`src/rtl/d_victim_cache_ctrl.sv`:
```
// Victim cache sequencer: tag/valid/dirty state plus control of an external data array and memory write-back.
// Latency: hit 3, miss w/o evict 2, clean insert 3, dirty victim 3+N cycles from accept to resp_valid_o.
// Backpressure: one request in flight (req_ready_o only in IDLE); write-back waits on mem_wb_ready_i; response has none.
module d_victim_cache_ctrl #(
    parameter int WAYS_VC      = 4,
    parameter int INDEX_WAY_VC = $clog2(WAYS_VC),
    parameter int TAG_W        = 26,
    parameter int LINE_W       = 128
) (
    input  logic                    clk_i,
    input  logic                    rst_ni,
    input  logic                    req_valid_i,
    output logic                    req_ready_o,
    input  logic [TAG_W-1:0]        req_tag_i,
    input  logic                    evict_valid_i,
    input  logic [TAG_W-1:0]        evict_tag_i,
    input  logic [LINE_W-1:0]       evict_data_i,
    input  logic                    evict_dirty_i,
    output logic                    resp_valid_o,
    output logic                    resp_hit_o,
    output logic [LINE_W-1:0]       resp_data_o,
    output logic                    resp_dirty_o,
    output logic                    vc_we_o,
    output logic [INDEX_WAY_VC-1:0] vc_way_o,
    output logic [LINE_W-1:0]       vc_wdata_o,
    input  logic [LINE_W-1:0]       vc_rdata_i,
    output logic                    mem_wb_valid_o,
    input  logic                    mem_wb_ready_i,
    output logic [TAG_W-1:0]        mem_wb_tag_o,
    output logic [LINE_W-1:0]       mem_wb_data_o
);

    typedef enum logic [2:0] {
        S_IDLE,
        S_LOOKUP,
        S_SWAP,
        S_WB,
        S_INSERT,
        S_RESP
    } state_e;

    state_e                  state_q, state_d;
    logic [TAG_W-1:0]        tag_q [WAYS_VC];
    logic [TAG_W-1:0]        tag_d [WAYS_VC];
    logic [WAYS_VC-1:0]      valid_q, valid_d;
    logic [WAYS_VC-1:0]      dirty_q, dirty_d;
    logic [INDEX_WAY_VC-1:0] rr_q, rr_d;
    logic [INDEX_WAY_VC-1:0] way_sel_q, way_sel_d;

    logic [TAG_W-1:0]        req_tag_q, req_tag_d;
    logic                    ev_vld_q, ev_vld_d;
    logic [TAG_W-1:0]        ev_tag_q, ev_tag_d;
    logic [LINE_W-1:0]       ev_data_q, ev_data_d;
    logic                    ev_dirty_q, ev_dirty_d;

    logic                    resp_hit_q, resp_hit_d;
    logic                    resp_dirty_q, resp_dirty_d;
    logic [LINE_W-1:0]       resp_data_q, resp_data_d;

    logic                    hit_any;
    logic [INDEX_WAY_VC-1:0] hit_way;
    logic                    free_any;
    logic [INDEX_WAY_VC-1:0] free_way;
    logic [INDEX_WAY_VC-1:0] victim_way;

    // Parallel tag match and lowest-index free-way search (descending scan so the lowest index wins).
    always_comb begin
        hit_any  = 1'b0;
        hit_way  = '0;
        free_any = 1'b0;
        free_way = '0;
        for (int i = WAYS_VC - 1; i >= 0; i--) begin
            if (valid_q[i] && (tag_q[i] == req_tag_q)) begin
                hit_any = 1'b1;
                hit_way = INDEX_WAY_VC'(i);
            end
            if (!valid_q[i]) begin
                free_any = 1'b1;
                free_way = INDEX_WAY_VC'(i);
            end
        end
        victim_way = free_any ? free_way : rr_q;
    end

    // Next-state, bookkeeping updates and array/write-back strobes.
    always_comb begin
        state_d        = state_q;
        tag_d          = tag_q;
        valid_d        = valid_q;
        dirty_d        = dirty_q;
        rr_d           = rr_q;
        way_sel_d      = way_sel_q;
        req_tag_d      = req_tag_q;
        ev_vld_d       = ev_vld_q;
        ev_tag_d       = ev_tag_q;
        ev_data_d      = ev_data_q;
        ev_dirty_d     = ev_dirty_q;
        resp_hit_d     = resp_hit_q;
        resp_dirty_d   = resp_dirty_q;
        resp_data_d    = resp_data_q;
        vc_we_o        = 1'b0;
        vc_way_o       = way_sel_q;
        mem_wb_valid_o = 1'b0;
        resp_valid_o   = 1'b0;

        case (state_q)
            S_IDLE: begin
                if (req_valid_i) begin
                    req_tag_d  = req_tag_i;
                    ev_vld_d   = evict_valid_i;
                    ev_tag_d   = evict_tag_i;
                    ev_data_d  = evict_data_i;
                    ev_dirty_d = evict_dirty_i;
                    state_d    = S_LOOKUP;
                end
            end
            S_LOOKUP: begin
                // Read port points at the hit way so its line can be captured this cycle.
                vc_way_o = hit_way;
                if (hit_any) begin
                    way_sel_d    = hit_way;
                    resp_hit_d   = 1'b1;
                    resp_data_d  = vc_rdata_i;
                    resp_dirty_d = dirty_q[hit_way];
                    state_d      = S_SWAP;
                end else begin
                    resp_hit_d   = 1'b0;
                    resp_dirty_d = 1'b0;
                    if (ev_vld_q) begin
                        way_sel_d = victim_way;
                        if (valid_q[victim_way] && dirty_q[victim_way]) begin
                            state_d = S_WB;
                        end else begin
                            state_d = S_INSERT;
                        end
                    end else begin
                        state_d = S_RESP;
                    end
                end
            end
            S_SWAP: begin
                // The hit line moves to L1; its slot takes the L1 victim or becomes free.
                if (ev_vld_q) begin
                    vc_we_o            = 1'b1;
                    tag_d[way_sel_q]   = ev_tag_q;
                    dirty_d[way_sel_q] = ev_dirty_q;
                    valid_d[way_sel_q] = 1'b1;
                end else begin
                    valid_d[way_sel_q] = 1'b0;
                end
                state_d = S_RESP;
            end
            S_WB: begin
                mem_wb_valid_o = 1'b1;
                if (mem_wb_ready_i) begin
                    state_d = S_INSERT;
                end
            end
            S_INSERT: begin
                vc_we_o            = 1'b1;
                tag_d[way_sel_q]   = ev_tag_q;
                dirty_d[way_sel_q] = ev_dirty_q;
                valid_d[way_sel_q] = 1'b1;
                // Only a true replacement advances the round-robin pointer.
                if (valid_q[way_sel_q]) begin
                    rr_d = rr_q + INDEX_WAY_VC'(1);
                end
                state_d = S_RESP;
            end
            S_RESP: begin
                resp_valid_o = 1'b1;
                state_d      = S_IDLE;
            end
            default: begin
                state_d = S_IDLE;
            end
        endcase
    end

    // Ready is masked by reset so it stays low while rst_ni is asserted.
    assign req_ready_o   = (state_q == S_IDLE) && rst_ni;
    assign vc_wdata_o    = ev_data_q;
    assign resp_hit_o    = resp_hit_q;
    assign resp_dirty_o  = resp_dirty_q;
    assign resp_data_o   = resp_data_q;
    assign mem_wb_tag_o  = (state_q == S_WB) ? tag_q[way_sel_q] : '0;
    assign mem_wb_data_o = (state_q == S_WB) ? vc_rdata_i : '0;

    // State and bookkeeping registers; reset invalidates every entry without touching the data array.
    always_ff @(posedge clk_i or negedge rst_ni) begin
        if (!rst_ni) begin
            state_q      <= S_IDLE;
            tag_q        <= '{default: '0};
            valid_q      <= '0;
            dirty_q      <= '0;
            rr_q         <= '0;
            way_sel_q    <= '0;
            req_tag_q    <= '0;
            ev_vld_q     <= 1'b0;
            ev_tag_q     <= '0;
            ev_data_q    <= '0;
            ev_dirty_q   <= 1'b0;
            resp_hit_q   <= 1'b0;
            resp_dirty_q <= 1'b0;
            resp_data_q  <= '0;
        end else begin
            state_q      <= state_d;
            tag_q        <= tag_d;
            valid_q      <= valid_d;
            dirty_q      <= dirty_d;
            rr_q         <= rr_d;
            way_sel_q    <= way_sel_d;
            req_tag_q    <= req_tag_d;
            ev_vld_q     <= ev_vld_d;
            ev_tag_q     <= ev_tag_d;
            ev_data_q    <= ev_data_d;
            ev_dirty_q   <= ev_dirty_d;
            resp_hit_q   <= resp_hit_d;
            resp_dirty_q <= resp_dirty_d;
            resp_data_q  <= resp_data_d;
        end
    end

endmodule

```
`config.mk`:
```
export PLATFORM = sky130hd
export DESIGN_NAME = d_victim_cache_ctrl
export DESIGN_NICKNAME = d
export VERILOG_FILES = /design/src/rtl/d_victim_cache_ctrl.sv
export SDC_FILE = /design/constraint.sdc
export NUM_CORES = 1
export LEC_CHECK = 0
export CORE_AREA = 5 5 284 286
export DETAILED_ROUTE_END_ITERATION = 10
export DIE_AREA = 0 0 289 291
export DONT_BUFFER_PORTS = 1
export PLACE_DENSITY = 0.38
export SYNTH_ARGS = -nofsm -noshare
export SYNTH_HDL_FRONTEND = slang
export SYNTH_SLANG_ARGS = --single-unit
```
`constraint.sdc`:
```
create_clock -name clk_i -period 2.45 [get_ports clk_i]
set_input_delay 0.49 -clock clk_i [delete_from_list [all_inputs] [get_ports clk_i]]
set_output_delay 0.49 -clock clk_i [all_outputs]
set_load 0.02 [all_outputs]
```
Word-level counts from Yosys, hierarchy flattened
Index checks and enable logic that the tools add are counted.

Flip-flop bits (word level): 431. Word-level logic and storage cells: 115.

Add/subtract/negate cells: 1. Order comparisons: 6. Eq/ne operators: 12. Mux-type cells: 57. Bitwise operators: 4. Reduce and logical (&&, ||, !) cells: 18.

Operator list (count): $pmux 104 s2 (1); $mux 128 (1); $bwmux 104 (1); $eq 26x26->1 (4); $mux 104 (1); $mux 26 (4); $bmux 26 s2 (1); $demux 26 s2 (1); $mux 2 (12); $mux 1 (18); $pmux 4 s2 (2); $mux 3 (5); $pmux 3 s4 (1); $reduce_and 2->1 (6); $lt 2x3->1 const B (3); $bmux 1 s2 (4); $logic_and 1x1->1 (8); $mux 4 (2); $eq 3x2->1 const B (2); $eq 3x3->1 const B (2); $ne 2x2->1 const B (3); $and 4x4->4 (1); $bwmux 4 (1); $not 4->4 (1); other kinds (12) (13).

Depth between registers and ports, before layout
Depth in word-level cells: 12. Mapped depth: 10. Mapped depth without buffers: 7.

Least setup slack after synthesis
No wires, ideal clock.

Path type: flip-flop to output port. Start point: register req_tag_q[15]. End point: output vc_way_o[0]. Arrival time: 1976 ps. Required time: 1960 ps. Setup slack: -16 ps. Cell stages (with the launch flop): 8. Path buffers: 1. Path through: dfrtp_1 clkbuf_1 xnor2_1 nand4_1 nor4_2 nand4_2 a21bo_2 o21ai_0.

Longest elaborated chain between the ends: 7.

Ends and longest elaborated chain: start: declaration (line 50) `logic [TAG_W-1:0] req_tag_q, req_tag_d;`; start signal: assignment (line 213) `req_tag_q <= req_tag_d;`; $eq 26x26->1 (line 73) `if (valid_q[i] && (tag_q[i] == req_tag_q)) begin`; $logic_and 1x1->1 (line 73); $mux 2 (3 in a row) (line 73); $mux 2 * (line 73); $mux 2 * (line 106) `case (state_q)`; end: declaration (line 24) `output logic [INDEX_WAY_VC-1:0] vc_way_o,`.

Every way passes the cells marked *; elsewhere a longest branch is shown, timed or not.

Worst setup path after layout
Start point: register req_tag_q[0]. End point: output vc_way_o[0].

Same word-level chain as after synthesis.

==> parameters.txt <==
Parameter                              Value

Placement
  Number of cells in the design after placement    2489
  Port Buffers    0
  Cell area after placement    22180 sq um
  DP Wirelength    59.06 mm
  Routability-driven placement congestion ratio    0.8824

Timing
  Min Clock Period, post-route    3174 ps
  Worst-case hold slack    -385.6 ps
  Count of final max-slew check failures    252
  Max_slew headroom    -16.13%
  Final setup fails    285
  Worst setup margin    -724.2 ps
  Unrepaired setup endpoints after global routing    yes
  Pin slew with the least headroom to its limit    1742 ps
  Timing-limited maximum frequency    315.0 MHz
  Portion of the clock cycle consumed by the worst path in the final layout    129.6%
  Clock skew    20.55 ps
  Final-report hold violation count    431

Cells and area
  Number of nets in the layout    2170
  Final cell count without fillers    2968
  Utilization after layout    37.18%
  Fill cell total of the finished layout    7479
  Ratio of cells with drive above 1 in the final layout    49.79%
  Area delta synth->final    47.73%
  Cell area after layout    29030 sq um

Logic synthesis
  Most common cell in the netlist    sky130_fd_sc_hd__dfrtp_1
  Ys async rst share    100.0%
  Number of different library cells in the post-synthesis netlist    47
  Share of synthesized area occupied by flip-flops and latches    54.88%
  Top flip-flop cell by instance count after synthesis    sky130_fd_sc_hd__dfrtp_1
  Dominant cells by area after synthesis    sky130_fd_sc_hd__dfrtp_1 (55%), sky130_fd_sc_hd__mux2_2 (14%), sky130_fd_sc_hd__mux2_4 (8.3%)
  Warning count from the yosys run    0
  Cell taking the most area after synthesis    sky130_fd_sc_hd__dfrtp_1
  Mapped Cells    1358
  Most frequent cells after synthesis    sky130_fd_sc_hd__dfrtp_1 (431), sky130_fd_sc_hd__mux2_2 (253), sky130_fd_sc_hd__and2_1 (155)
  Number of synthesized flops with an enable pin    0
  Syn Area/Cell    14.47 sq um
  Post-synth top area share    54.88%
  Synthesis-stage register bit count    431
  Net Count, Synth    1672
  Mapped Area    19650 sq um

CTS
  Number of buffers added to fix hold violations after cts    310
  Clock latency reported for the late side of the worst-skew pair    620 ps
  Clock root buffer    sky130_fd_sc_hd__clkbuf_16
  Number of sinks handled by clock tree synthesis    431
  Maximum level of the CTS H-tree    2
  CTS clock-pin slew for the worst setup and hold paths    60 ps
  Number of buffers created by CTS    54
  CTS tree    built
  Maximum number of buffers from clock root to sink    3

Routing
  DR vias    13490
  Iteration count of the initial detailed-routing pass    5
  DRC    0
  Number of vias per cell    4.544
  Iteration-0 DRC Markers    700
  Residual antenna-violating net count after detailed routing    0
  Mean routed wirelength per cell    28.95 microns
  Total length of routed wires    85.92 mm

Global routing
  GR Util met2    31.09%
  Antenna violations before repair    22
  Met3 usage    8.880%
  Global-route wire length before repair    116.1 mm
  Peak-usage layer in the global routing report    met2
  Via count of the first global-routing pass    14830
  Total gr overflow    0
  GR Layer Usage met1    22.92%
  Pin count of the biggest net entering global routing    433
  Overall global routing resource usage    19.07%

Die
  Die span in x    289 microns
  Die Footprint    84100 sq um
  Num ports    732
  Initial core utilization    25.17%
  Height of the die    291 microns
  Core Rows    103
  Total core area    78100 sq um

Critical path
  Start point of the critical path    req_tag_q[0]$_DFFE_PN0P_
  Cell with the largest stage delay on the worst path    sky130_fd_sc_hd__dfrtp_2
  Worst flop-to-flop path endpoint    resp_data_o[20]$_DFFE_PN0P_
  Slack of the worst reg-to-reg path    -440 ps
  R2r worst-path depth    12
  Data arrival time of the critical path    2680 ps
  Maximum fanout count along the critical path    4
  Cell Chain, Critical Path    xnor2_2 -> buf_4 -> nand4_1 -> nor4_2 -> nand4_1 -> buf_6 -> a21bo_2 -> o21ai_2 -> buf_6
  Critical Path Start Type    flop
  Crit Path Class    flop to output port
  Data required time of the worst path    1960 ps
  Kind of end point of the critical path    output port
  Endpoint of the most critical setup path    vc_way_o[0]
  Largest stage delay on the critical path    440 ps
  Worst flop-to-flop path startpoint    req_tag_q[0]$_DFFE_PN0P_

Pwr
  Power Total    34.69 mW
  Worst IR Drop VDD    0.6616 mV
  Power per unit of standard cell area    1195 nW/um^2
  Leakage dissipation    12.73 nW

Min path
  Hold Crit Class    input port to asynchronous set/reset pin

Status
  Outcome    finished with violations
  Failing checks    hold timing, slew limit, setup timing

Run
  Max Cap Viol    0
stage by stage:
stage / TNS, ps / hold slack, ps / worst slack [ps]
after global placement: -54140 / 224.7 / -474.7
after detailed placement: -50890 / 225.3 / -474.2
after floorplan: 0 / 194.4 / 2.709
after CTS: -88720 / -441.0 / -827.8
final: -70890 / -385.6 / -724.2
after global routing: -97790 / -428.6 / -875.8
per-layer routing:
metal	wire (microns)	vias up
met5	13	-
met4	1587	2
met3	9987	96
met2	40420	659
met1	33910	6981
li1	-	5749
how the worst min path moves through the flow:
stage	from	endpoint	slack [ps]	cells past startpoint
global route	rst_ni	ev_tag_q[3]$_DFFE_PN0P_	-430	0
global placement	rst_ni	ev_tag_q[3]$_DFFE_PN0P_	220	0
detailed placement	rst_ni	ev_tag_q[3]$_DFFE_PN0P_	230	0
finish	rst_ni	ev_tag_q[3]$_DFFE_PN0P_	-390	0
CTS	rst_ni	ev_tag_q[3]$_DFFE_PN0P_	-440	0
floorplan	rst_ni	asynchronous set/reset pin	190	0
worst max-delay path: cells and delay by family (launching register included):
kind,cells,cell delay (ps)
flops,1,440
compound gates,2,270
simple gates,3,660
xor+xnor,1,210
buf+inv,3,500
sequential cells by signal (all words and copies together), names as in the netlist, named ones only:
signal        flops
vc_wdata_o      128
state_q           3
resp_dirty_o      1
resp_data_o     128
ev_vld_q          1
ev_dirty_q        1
resp_hit_o        1
way_sel_q         2
tag_q           104
req_tag_q        26
ev_tag_q         26
dirty_q           4
rr_q              2
layout make-up:
type | instances | area (sq um) | area share, %
sequential | 431 | 10800 | 37.19
tap | 1050 | 1314 | 4.525
inverter | 6 | 22.52 | 0.07757
timing repair buffer | 538 | 5812 | 20.02
antenna | 20 | 50.05 | 0.1724
multi-input combinational | 825 | 9161 | 31.55
clock buffer | 72 | 1560 | 5.374
clock inverter | 26 | 315.3 | 1.086
power breakdown:
part / switching (mW) / internal, mW / total [mW]
sequential: 4.74 / 9.79 / 14.5
combinational: 4.82 / 6.87 / 11.7
clock: 3.35 / 5.10 / 8.46
logic make-up (layout without fill, tap and decap cells):
kind of cell / after synthesis / in the layout / share of synthesized area, %
other: 0 / 20 / 0
muxes: 446 / 446 / 29.17
and+or+nand+nor: 241 / 243 / 7.538
DFF: 431 / 431 / 54.88
buffers and inverters: 104 / 642 / 2.712
xor gates and xnor gates: 106 / 106 / 4.724
AOI/OAI and AO/OA: 30 / 30 / 0.9805
cells in the final DEF (no fill, tap or decap), types with 7 or more instances in the layout:
| cell type | Yosys | final |
|---|---|---|
| sky130_fd_sc_hd__xnor2_2 | 0 | 15 |
| sky130_fd_sc_hd__buf_12 | 0 | 37 |
| sky130_fd_sc_hd__buf_16 | 0 | 10 |
| sky130_fd_sc_hd__diode_2 | 0 | 20 |
| sky130_fd_sc_hd__clkinv_2 | 0 | 13 |
| sky130_fd_sc_hd__mux2_4 | 109 | 128 |
| sky130_fd_sc_hd__and2_4 | 0 | 103 |
| sky130_fd_sc_hd__clkbuf_16 | 0 | 64 |
| sky130_fd_sc_hd__o21ai_0 | 11 | 7 |
| sky130_fd_sc_hd__mux2_2 | 253 | 253 |
| sky130_fd_sc_hd__and2_1 | 155 | 9 |
| sky130_fd_sc_hd__dfrtp_2 | 0 | 11 |
| sky130_fd_sc_hd__mux2_1 | 55 | 36 |
| sky130_fd_sc_hd__nand2_1 | 17 | 15 |
| sky130_fd_sc_hd__nand4_1 | 17 | 17 |
| sky130_fd_sc_hd__and2_2 | 0 | 44 |
| sky130_fd_sc_hd__clkbuf_8 | 0 | 12 |
| sky130_fd_sc_hd__dlygate4sd3_1 | 0 | 310 |
| sky130_fd_sc_hd__xnor2_1 | 58 | 41 |
| sky130_fd_sc_hd__xor2_1 | 48 | 41 |
| sky130_fd_sc_hd__xor2_2 | 0 | 7 |
| sky130_fd_sc_hd__dfrtp_1 | 431 | 420 |
| sky130_fd_sc_hd__buf_4 | 2 | 146 |
| sky130_fd_sc_hd__mux4_2 | 27 | 27 |
| sky130_fd_sc_hd__buf_6 | 13 | 19 |
what timing repair did:
item                                    4_1_cts  5_1_grt
endpoints found under the setup margin      290      291
pin swaps                                    19       34
buffers inserted                             21       15
gates resized for setup                     121      267
hold endpoints to repair                    741      431
gates cloned                                 15       11
Note: power is estimated with default switching activity, not from simulation.
